**config.mk**
```make
export PLATFORM = sky130hd
export DESIGN_NAME = cpu_axi_bridge
export DESIGN_NICKNAME = d
export VERILOG_FILES = /design/src/rtl/cpu_axi_bridge_pkg.sv /design/src/rtl/cpu_axi_bridge.sv
export SDC_FILE = /design/constraint.sdc
export NUM_CORES = 1
export LEC_CHECK = 0
export BUFFER_PORTS_ARGS = -buffer_cell sky130_fd_sc_hd__buf_2
export CAP_MARGIN = 5
export CELL_PAD_IN_SITES_DETAIL_PLACEMENT = 1
export CELL_PAD_IN_SITES_GLOBAL_PLACEMENT = 1
export CORE_AREA = 2 2 167 169
export CTS_BUF_LIST = sky130_fd_sc_hd__clkbuf_8 sky130_fd_sc_hd__clkbuf_16
export DETAILED_ROUTE_END_ITERATION = 8
export DIE_AREA = 0 0 169 171
export PLACE_DENSITY = 0.65
export SLEW_MARGIN = 25
export SYNTH_ARGS = -nofsm -noshare
export SYNTH_HDL_FRONTEND = slang
export SYNTH_SLANG_ARGS = --single-unit
```
**constraint.sdc**
```tcl
create_clock -name clk -period 2.2 [get_ports clk]
set_clock_uncertainty 0.15 [all_clocks]
set_input_delay 0.22 -clock clk [delete_from_list [all_inputs] [get_ports clk]]
set_output_delay 0.22 -clock clk [all_outputs]
set_load 0.03 [all_outputs]
```
**src/rtl/cpu_axi_bridge_pkg.sv**
```systemverilog
// Shared types and constants for the CPU-to-AXI3 bridge.
// State encodings, fixed AXI field values and transaction IDs.
package cpu_axi_bridge_pkg;

   typedef enum logic [1:0] {
      R_IDLE = 2'd0,
      R_AR   = 2'd1,
      R_R    = 2'd2
   } rd_state_e;

   typedef enum logic [1:0] {
      W_IDLE = 2'd0,
      W_REQ  = 2'd1,
      W_B    = 2'd2
   } wr_state_e;

   localparam logic [3:0] ID_INST   = 4'd0;
   localparam logic [3:0] ID_DATA   = 4'd1;
   localparam logic [3:0] ID_WRITE  = 4'd1;

   localparam logic [7:0] AXI_LEN   = 8'd0;
   localparam logic [1:0] AXI_BURST = 2'b01;
   localparam logic [1:0] AXI_LOCK  = 2'b00;
   localparam logic [3:0] AXI_CACHE = 4'b0000;
   localparam logic [2:0] AXI_PROT  = 3'b000;

endpackage

```
**src/rtl/cpu_axi_bridge.sv**
```systemverilog
// Bridges the CPU instruction and data request ports onto one AXI3 master.
// One outstanding read and one outstanding write; data reads beat instruction reads.
module cpu_axi_bridge
   import cpu_axi_bridge_pkg::*;
#(
   parameter int ADDR_W = 32,
   parameter int DATA_W = 32
) (
   input  logic                  clk,
   input  logic                  resetn,
   input  logic                  inst_req,
   input  logic                  inst_wr,
   input  logic [1:0]            inst_size,
   input  logic [ADDR_W-1:0]     inst_addr,
   input  logic [DATA_W/8-1:0]   inst_wstrb,
   input  logic [DATA_W-1:0]     inst_wdata,
   output logic                  inst_addr_ok,
   output logic                  inst_data_ok,
   output logic [DATA_W-1:0]     inst_rdata,
   input  logic                  data_req,
   input  logic                  data_wr,
   input  logic [1:0]            data_size,
   input  logic [ADDR_W-1:0]     data_addr,
   input  logic [DATA_W/8-1:0]   data_wstrb,
   input  logic [DATA_W-1:0]     data_wdata,
   output logic                  data_addr_ok,
   output logic                  data_data_ok,
   output logic [DATA_W-1:0]     data_rdata,
   output logic [3:0]            arid,
   output logic [ADDR_W-1:0]     araddr,
   output logic [7:0]            arlen,
   output logic [2:0]            arsize,
   output logic [1:0]            arburst,
   output logic [1:0]            arlock,
   output logic [3:0]            arcache,
   output logic [2:0]            arprot,
   output logic                  arvalid,
   input  logic                  arready,
   input  logic [3:0]            rid,
   input  logic [DATA_W-1:0]     rdata,
   input  logic [1:0]            rresp,
   input  logic                  rlast,
   input  logic                  rvalid,
   output logic                  rready,
   output logic [3:0]            awid,
   output logic [ADDR_W-1:0]     awaddr,
   output logic [7:0]            awlen,
   output logic [2:0]            awsize,
   output logic [1:0]            awburst,
   output logic [1:0]            awlock,
   output logic [3:0]            awcache,
   output logic [2:0]            awprot,
   output logic                  awvalid,
   input  logic                  awready,
   output logic [3:0]            wid,
   output logic [DATA_W-1:0]     wdata,
   output logic [DATA_W/8-1:0]   wstrb,
   output logic                  wlast,
   output logic                  wvalid,
   input  logic                  wready,
   input  logic [3:0]            bid,
   input  logic [1:0]            bresp,
   input  logic                  bvalid,
   output logic                  bready
);

   rd_state_e             r_rst;
   wr_state_e             r_wst;
   logic                  r_data_busy;
   logic [3:0]            r_arid;
   logic [ADDR_W-1:0]     r_araddr;
   logic [1:0]            r_arsize;
   logic                  r_arvalid;
   logic                  r_rready;
   logic                  r_inst_dok;
   logic                  r_data_rdok;
   logic [DATA_W-1:0]     r_inst_rdata;
   logic [DATA_W-1:0]     r_data_rdata;
   logic [ADDR_W-1:0]     r_awaddr;
   logic [1:0]            r_awsize;
   logic [DATA_W/8-1:0]   r_wstrb;
   logic [DATA_W-1:0]     r_wdata;
   logic                  r_awvalid;
   logic                  r_wvalid;
   logic                  r_bready;
   logic                  r_data_wdok;

   logic w_rd_idle;
   logic w_data_rd_acc;
   logic w_data_wr_acc;
   logic w_inst_acc;
   logic w_aw_done;
   logic w_w_done;
   logic w_unused;

   // Data reads wait for any pending write so a read never overtakes it.
   assign w_rd_idle     = (r_rst == R_IDLE);
   assign w_data_rd_acc = resetn & data_req & ~data_wr & w_rd_idle
                        & ~r_data_busy & (r_wst == W_IDLE);
   assign w_data_wr_acc = resetn & data_req & data_wr
                        & (r_wst == W_IDLE) & ~r_data_busy;
   assign w_inst_acc    = resetn & inst_req & w_rd_idle & ~w_data_rd_acc;

   assign inst_addr_ok = w_inst_acc;
   assign data_addr_ok = w_data_rd_acc | w_data_wr_acc;
   assign inst_data_ok = r_inst_dok;
   assign data_data_ok = r_data_rdok | r_data_wdok;
   assign inst_rdata   = r_inst_rdata;
   assign data_rdata   = r_data_rdata;

   assign arid    = r_arid;
   assign araddr  = r_araddr;
   assign arlen   = AXI_LEN;
   assign arsize  = {1'b0, r_arsize};
   assign arburst = AXI_BURST;
   assign arlock  = AXI_LOCK;
   assign arcache = AXI_CACHE;
   assign arprot  = AXI_PROT;
   assign arvalid = r_arvalid;
   assign rready  = r_rready;

   assign awid    = ID_WRITE;
   assign awaddr  = r_awaddr;
   assign awlen   = AXI_LEN;
   assign awsize  = {1'b0, r_awsize};
   assign awburst = AXI_BURST;
   assign awlock  = AXI_LOCK;
   assign awcache = AXI_CACHE;
   assign awprot  = AXI_PROT;
   assign awvalid = r_awvalid;
   assign wid     = ID_WRITE;
   assign wdata   = r_wdata;
   assign wstrb   = r_wstrb;
   assign wlast   = 1'b1;
   assign wvalid  = r_wvalid;
   assign bready  = r_bready;

   assign w_unused = ^{inst_wr, inst_wstrb, inst_wdata, rresp, rlast, bid, bresp};

   always_ff @(posedge clk or negedge resetn) begin
      if (!resetn) begin
         r_rst        <= R_IDLE;
         r_arid       <= '0;
         r_araddr     <= '0;
         r_arsize     <= '0;
         r_arvalid    <= 1'b0;
         r_rready     <= 1'b0;
         r_inst_dok   <= 1'b0;
         r_data_rdok  <= 1'b0;
         r_inst_rdata <= '0;
         r_data_rdata <= '0;
      end else begin
         r_inst_dok  <= 1'b0;
         r_data_rdok <= 1'b0;
         unique case (r_rst)
            R_IDLE: begin
               if (w_data_rd_acc || w_inst_acc) begin
                  r_rst     <= R_AR;
                  r_arvalid <= 1'b1;
                  r_arid    <= w_data_rd_acc ? ID_DATA   : ID_INST;
                  r_araddr  <= w_data_rd_acc ? data_addr : inst_addr;
                  r_arsize  <= w_data_rd_acc ? data_size : inst_size;
               end
            end
            R_AR: begin
               if (arready) begin
                  r_rst     <= R_R;
                  r_arvalid <= 1'b0;
                  r_rready  <= 1'b1;
               end
            end
            R_R: begin
               if (rvalid) begin
                  r_rst    <= R_IDLE;
                  r_rready <= 1'b0;
                  if (rid == ID_DATA) begin
                     r_data_rdok  <= 1'b1;
                     r_data_rdata <= rdata;
                  end else begin
                     r_inst_dok   <= 1'b1;
                     r_inst_rdata <= rdata;
                  end
               end
            end
            default: r_rst <= R_IDLE;
         endcase
      end
   end

   // A handshake counts as done once its valid has already dropped.
   assign w_aw_done = ~r_awvalid | awready;
   assign w_w_done  = ~r_wvalid  | wready;

   always_ff @(posedge clk or negedge resetn) begin
      if (!resetn) begin
         r_wst       <= W_IDLE;
         r_awaddr    <= '0;
         r_awsize    <= '0;
         r_wstrb     <= '0;
         r_wdata     <= '0;
         r_awvalid   <= 1'b0;
         r_wvalid    <= 1'b0;
         r_bready    <= 1'b0;
         r_data_wdok <= 1'b0;
      end else begin
         r_data_wdok <= 1'b0;
         unique case (r_wst)
            W_IDLE: begin
               if (w_data_wr_acc) begin
                  r_wst     <= W_REQ;
                  r_awaddr  <= data_addr;
                  r_awsize  <= data_size;
                  r_wstrb   <= data_wstrb;
                  r_wdata   <= data_wdata;
                  r_awvalid <= 1'b1;
                  r_wvalid  <= 1'b1;
               end
            end
            W_REQ: begin
               if (awready) r_awvalid <= 1'b0;
               if (wready)  r_wvalid  <= 1'b0;
               if (w_aw_done && w_w_done) begin
                  r_wst    <= W_B;
                  r_bready <= 1'b1;
               end
            end
            W_B: begin
               if (bvalid) begin
                  r_wst       <= W_IDLE;
                  r_bready    <= 1'b0;
                  r_data_wdok <= 1'b1;
               end
            end
            default: r_wst <= W_IDLE;
         endcase
      end
   end

   always_ff @(posedge clk or negedge resetn) begin
      if (!resetn)           r_data_busy <= 1'b0;
      else if (data_addr_ok) r_data_busy <= 1'b1;
      else if (data_data_ok) r_data_busy <= 1'b0;
   end

endmodule
```
## Yosys cells after proc, flatten, opt, wreduce, memory -nomap -nowiden

Index checks and enable logic that the tools add are counted.

- Mux-type cells: 35
- Reductions and logical operators: 20
- $lt $le $gt $ge: 0
- Bitwise gates (word level): 21
- $mul: 0
- Equal/unequal tests: 13
- Divide/modulo/power cells: 0
- Add/subtract/negate cells: 0
- Shift operators: 0

Operator list:

| kind | count |
|---|---|
| $mux W32 | 1 |
| $reduce_and A3 Y1 | 9 |
| $mux W1 | 20 |
| $mux W2 | 7 |
| $ne A2 B2 Y1 const B | 7 |
| $pmux W2 S3 | 2 |
| $and A1 B1 Y1 | 11 |
| $pmux W1 S2 | 5 |
| $reduce_bool A2 Y1 | 5 |
| $not A1 Y1 | 6 |
| $eq A2 B1 Y1 const B | 2 |
| $eq A2 B2 Y1 const B | 2 |
| $eq A4 B1 Y1 const B | 1 |
| $logic_not A2 Y1 | 2 |
| $or A1 B1 Y1 | 4 |
| $reduce_and A2 Y1 | 2 |
| $ne A2 B1 Y1 const B | 1 |
| $logic_and A1 B1 Y1 | 1 |
| $logic_or A1 B1 Y1 | 1 |

- Memory bits (writable): 0
- Bits in registers: 185
- Latch bits: 0
- Bits of input ports: 196
- Memory bits (read-only): 0
- Memories: 0

## Longest topological paths before layout

- Depth after elaboration: 10
- Depth in mapped cells: 6

## Worst setup path after synthesis

OpenSTA, ideal clock, no wires.

- Path kind: reg-to-reg
- Start: register r_rst[1]
- End: register r_araddr[15] (netlist: araddr[15])
- Slack: 275 ps
- Arrival: 1650 ps
- Buffers on the path: 3
- Stages on the path, launching flop included: 7
- Cells stage by stage: dfrtp_1 -> buf_6 -> nor4bb_1 -> buf_4 -> buf_6 -> mux2_1 -> mux2_4

- Word-level cells in the longest chain between the ends: 8

RTL lines:

| element | RTL line | RTL |
|---|---|---|
| start: declaration | cpu_axi_bridge.sv:67 | `rd_state_e r_rst;` |
| start signal: assignment | cpu_axi_bridge.sv:142 | `r_rst <= R_IDLE;` |
| start signal: assignment | cpu_axi_bridge.sv:158 | `r_rst <= R_AR;` |
| start signal: assignment | cpu_axi_bridge.sv:167 | `r_rst <= R_R;` |
| $logic_not A2 Y1 * | cpu_axi_bridge.sv:97, cpu_axi_bridge.sv:155 |  |
| $and A1 B1 Y1 | cpu_axi_bridge.sv:98 | `assign w_data_rd_acc = resetn & data_req & ~data_wr & w_rd_idle` |
| $and A1 B1 Y1 (2 in a row) | cpu_axi_bridge.sv:99 | `& ~r_data_busy & (r_wst == W_IDLE);` |
| $not A1 Y1 | cpu_axi_bridge.sv:102 | `assign w_inst_acc = resetn & inst_req & w_rd_idle & ~w_data_rd_acc;` |
| $and A1 B1 Y1 | cpu_axi_bridge.sv:102 |  |
| $logic_or A1 B1 Y1 | cpu_axi_bridge.sv:157 | `if (w_data_rd_acc \|\| w_inst_acc) begin` |
| $reduce_and A2 Y1 (no line) | -- |  |
| end signal: assignment | cpu_axi_bridge.sv:161 | `r_araddr <= w_data_rd_acc ? data_addr : inst_addr;` |
| end: declaration | cpu_axi_bridge.sv:71 | `logic [ADDR_W-1:0] r_araddr;` |

Mark *: on every way between the ends. The rest lies on a longest branch, timed or not.
A chain may end at the register's enable or synchronous reset.

## Worst setup path in the final report

- Start: input inst_req
- End: register r_araddr[5] (netlist: araddr[5])

- Word-level cells in the longest chain between the ends: 5

RTL lines:

| element | RTL line | RTL |
|---|---|---|
| start: declaration | cpu_axi_bridge.sv:11 | `input logic inst_req,` |
| $and A1 B1 Y1 (3 in a row) | cpu_axi_bridge.sv:102 |  |
| $logic_or A1 B1 Y1 | cpu_axi_bridge.sv:157 |  |
| $reduce_and A2 Y1 (no line) | -- |  |

No other way between the ends.

==> metrics.txt <==
run status complete, no violations; Fin Hold WS 0.0182 ns; Die Height 171 um; Die Footprint 28900 um2; clk_lat worst skew 0.42 ns; Rel. slew slack 0.433; # rows 61; Mapped Area 7820 um2; post-route non-filler standard cell count 1343; CTS Root Cell clkbuf_16; commonest non-fill, non-tap cell in the layout buf_2; area of the multi-input gates 2850 um2; post-route cell area 11800 um2; PD cells 1360 nW/um2; largest net degree at the start of global routing 71; critical path, cell by cell dlygate4sd3_1, buf_2, nor4bb_4, buf_4, bufbuf_16, mux2_1, mux2_2; Crit path depth 7; Reg area 4560 um2; Worst EP required 2.35 ns; NumNets Final 1179; FF-to-FF Start r_rst[0]; final hold viol count 0; grt ovf 0; Yosys top cell by area dfrtp_1; final-report max-slew violation count 0; crit path launch inst_req; RSZ-0062 raised after global routing no; routability cong. 0.696; DIE WIDTH 169 um; R2R Path End araddr[5]; Peak Freq 0.471 GHz; Max VDD drop 0.512 mV; Worst Setup EP araddr[5]; fin crit share 0.965; Max-Cap Viols 0; CTS tree built; share of the synthesized area in the top cell type 0.582; r2r worst-path depth 5; crit path max fanout 18; GRT Total Usage 0.155; initial antenna violation count 2; ys flop type dfrtp_1; Setup TNS Final 0 ns; total power draw 16000 uW; Synth Register Bits 182; Fill cells 2941; Longest Clk Path Bufs 2; Seq/Total Area, Yosys 0.582; Routed WL 22.8 mm; Top Family by Delay on Critical Path buffers and inverters; DR DRC count 0; Ports 426; First-pass DRT Iterations 4; Area contributors post-synth dfrtp_1 58%, mux2_2 21%, mux2_1 5.5%; Critical Path AT 2.28 ns; Via Count 5728; critical path startpoint category input port; most frequent cells in the layout 326 x buf_2, 180 x dfrtp_1, 148 x mux2_2, 137 x dlygate4sd3_1, 52 x conb_1; crit end category flop; Post-Syn Instances 504; first-pass GRT wire length 34.9 mm; Slew @ Worst Pin 0.850 ns; Pleak 0.00605 uW; clock buffer count from CTS 17; CP peak stage delay 0.54 ns; Hold Crit Class input port to flop; Vias/cell 4.27; Antenna Nets Post-Route 0; EDFF count, synth 0; CTS Sinks 182; Synth Warn # 0; critical path type input port to flop; Core Area 27300 um2; mean post-synth cell area 15.5 um2; vias in the first global route 6320; Final HPWL DP 14.9 mm; fraction of layout cells with a size suffix above 1 0.555; Area growth syn-to-layout 50.7%; # port buffers 327; CP Buf/Inv Count 4; DP Area 9670 um2; htree depth 4; synth unique cells 35; slack of the worst reg-to-reg path 0.09 ns; Iter 0 DRT Violations 182; drt wl/cell 17.0 um; Final Setup Violations 0; Starting Density 0.286; clock slew seen by the registers of the worst setup and hold paths 0.07 ns; Synth async-reset ratio 1.00; placed instance count 1167; Final min period 2.12 ns; slowest CP cell dlygate4sd3_1
==> worst min path at each step <==
stage,start,to,cells past startpoint
4_1_cts,inst_addr[24],araddr[24],3
5_1_grt,inst_addr[23],araddr[23],3
3_5_place_dp,resetn,r_data_wdok,2
2_1_floorplan,resetn,araddr[0],0
6_report,awready,awvalid,4
3_3_place_gp,resetn,r_data_wdok,2
==> power breakdown <==
group | leakage [uW] | switching [uW] | total [uW] | internal [uW]
sequential | 0.00228 | 692 | 5450 | 4750
clock | 0.000309 | 1390 | 3310 | 1920
combinational | 0.00346 | 4580 | 7270 | 2680
==> cell usage after synthesis, types with 2 or more instances <==
master	n
dfrtp_1	182
mux2_2	148
buf_4	53
mux2_1	38
mux2_4	16
buf_6	15
nand2_1	7
inv_1	6
o21ai_0	5
buf_2	4
buf_8	2
conb_1	2
nand3_1	2
nand3b_1	2
nor2_1	2
==> layout make-up <==
type / instances / share of cell area
inverters: 6 / 0.00191
diodes: 2 / 0.000425
well taps: 346 / 0.0367
clock inverters: 14 / 0.0169
repair buffers: 484 / 0.280
flip-flops and latches: 182 / 0.387
multi-input cells: 292 / 0.242
clock buffers: 17 / 0.0361
==> metal layers <==
layer | global-route usage | share of wire | up-vias
met4 | 0.0435 | 0.017 | 0
li1 | - | - | 2620
met2 | 0.284 | 0.53 | 228
met3 | 0.0488 | 0.071 | 25
met5 | 0 | 0 | -
met1 | 0.175 | 0.38 | 2855
==> registers in the layout (all words and copies together) (netlist names), 2 cells and up <==
name        flops
araddr         32
awaddr         32
data_rdata     32
inst_rdata     32
wdata          32
wstrb           4
r_arsize        2
r_awsize        2
r_rst           2
r_wst           2
==> stage by stage <==
step | setup WS (ns) | utilization
final | 0.0770 | 0.431
after global routing | 0.0120 | 0.431
after floorplan | 0.275 | -
after global placement | 0.239 | 0.354
after CTS | 0.00129 | 0.430
after detailed placement | 0.211 | 0.354
==> cells by family (layout without fill, tap and decap cells) <==
family | Yosys count | count (layout) | synth area share
mux | 202 | 202 | 0.299
compound gates | 13 | 13 | 0.0115
flops | 182 | 182 | 0.582
buf+inv | 80 | 521 | 0.0817
simple gates | 25 | 25 | 0.0250
other cells | 2 | 54 | 0.000960
==> tightest hold or removal path, delay by kind of cell <==
kind	cells	cell delay, ns
buffers and inverters	2	0.18
AOI/OAI and AO/OA	1	0.09
and+or+nand+nor	1	0.06
==> what timing repair did <==
| item | 4_1_cts | 5_1_grt |
|---|---|---|
| resized for setup | 4 | 0 |
| endpoints found under the setup margin | 1 | 17 |
| endpoints found under the hold margin | 356 | 1 |
| cloned | 1 | 0 |
| buffers inserted | 3 | 1 |
| pin swaps | 2 | 1 |
| hold buffers | 136 | 1 |
Power figures use the tool's default switching activity.
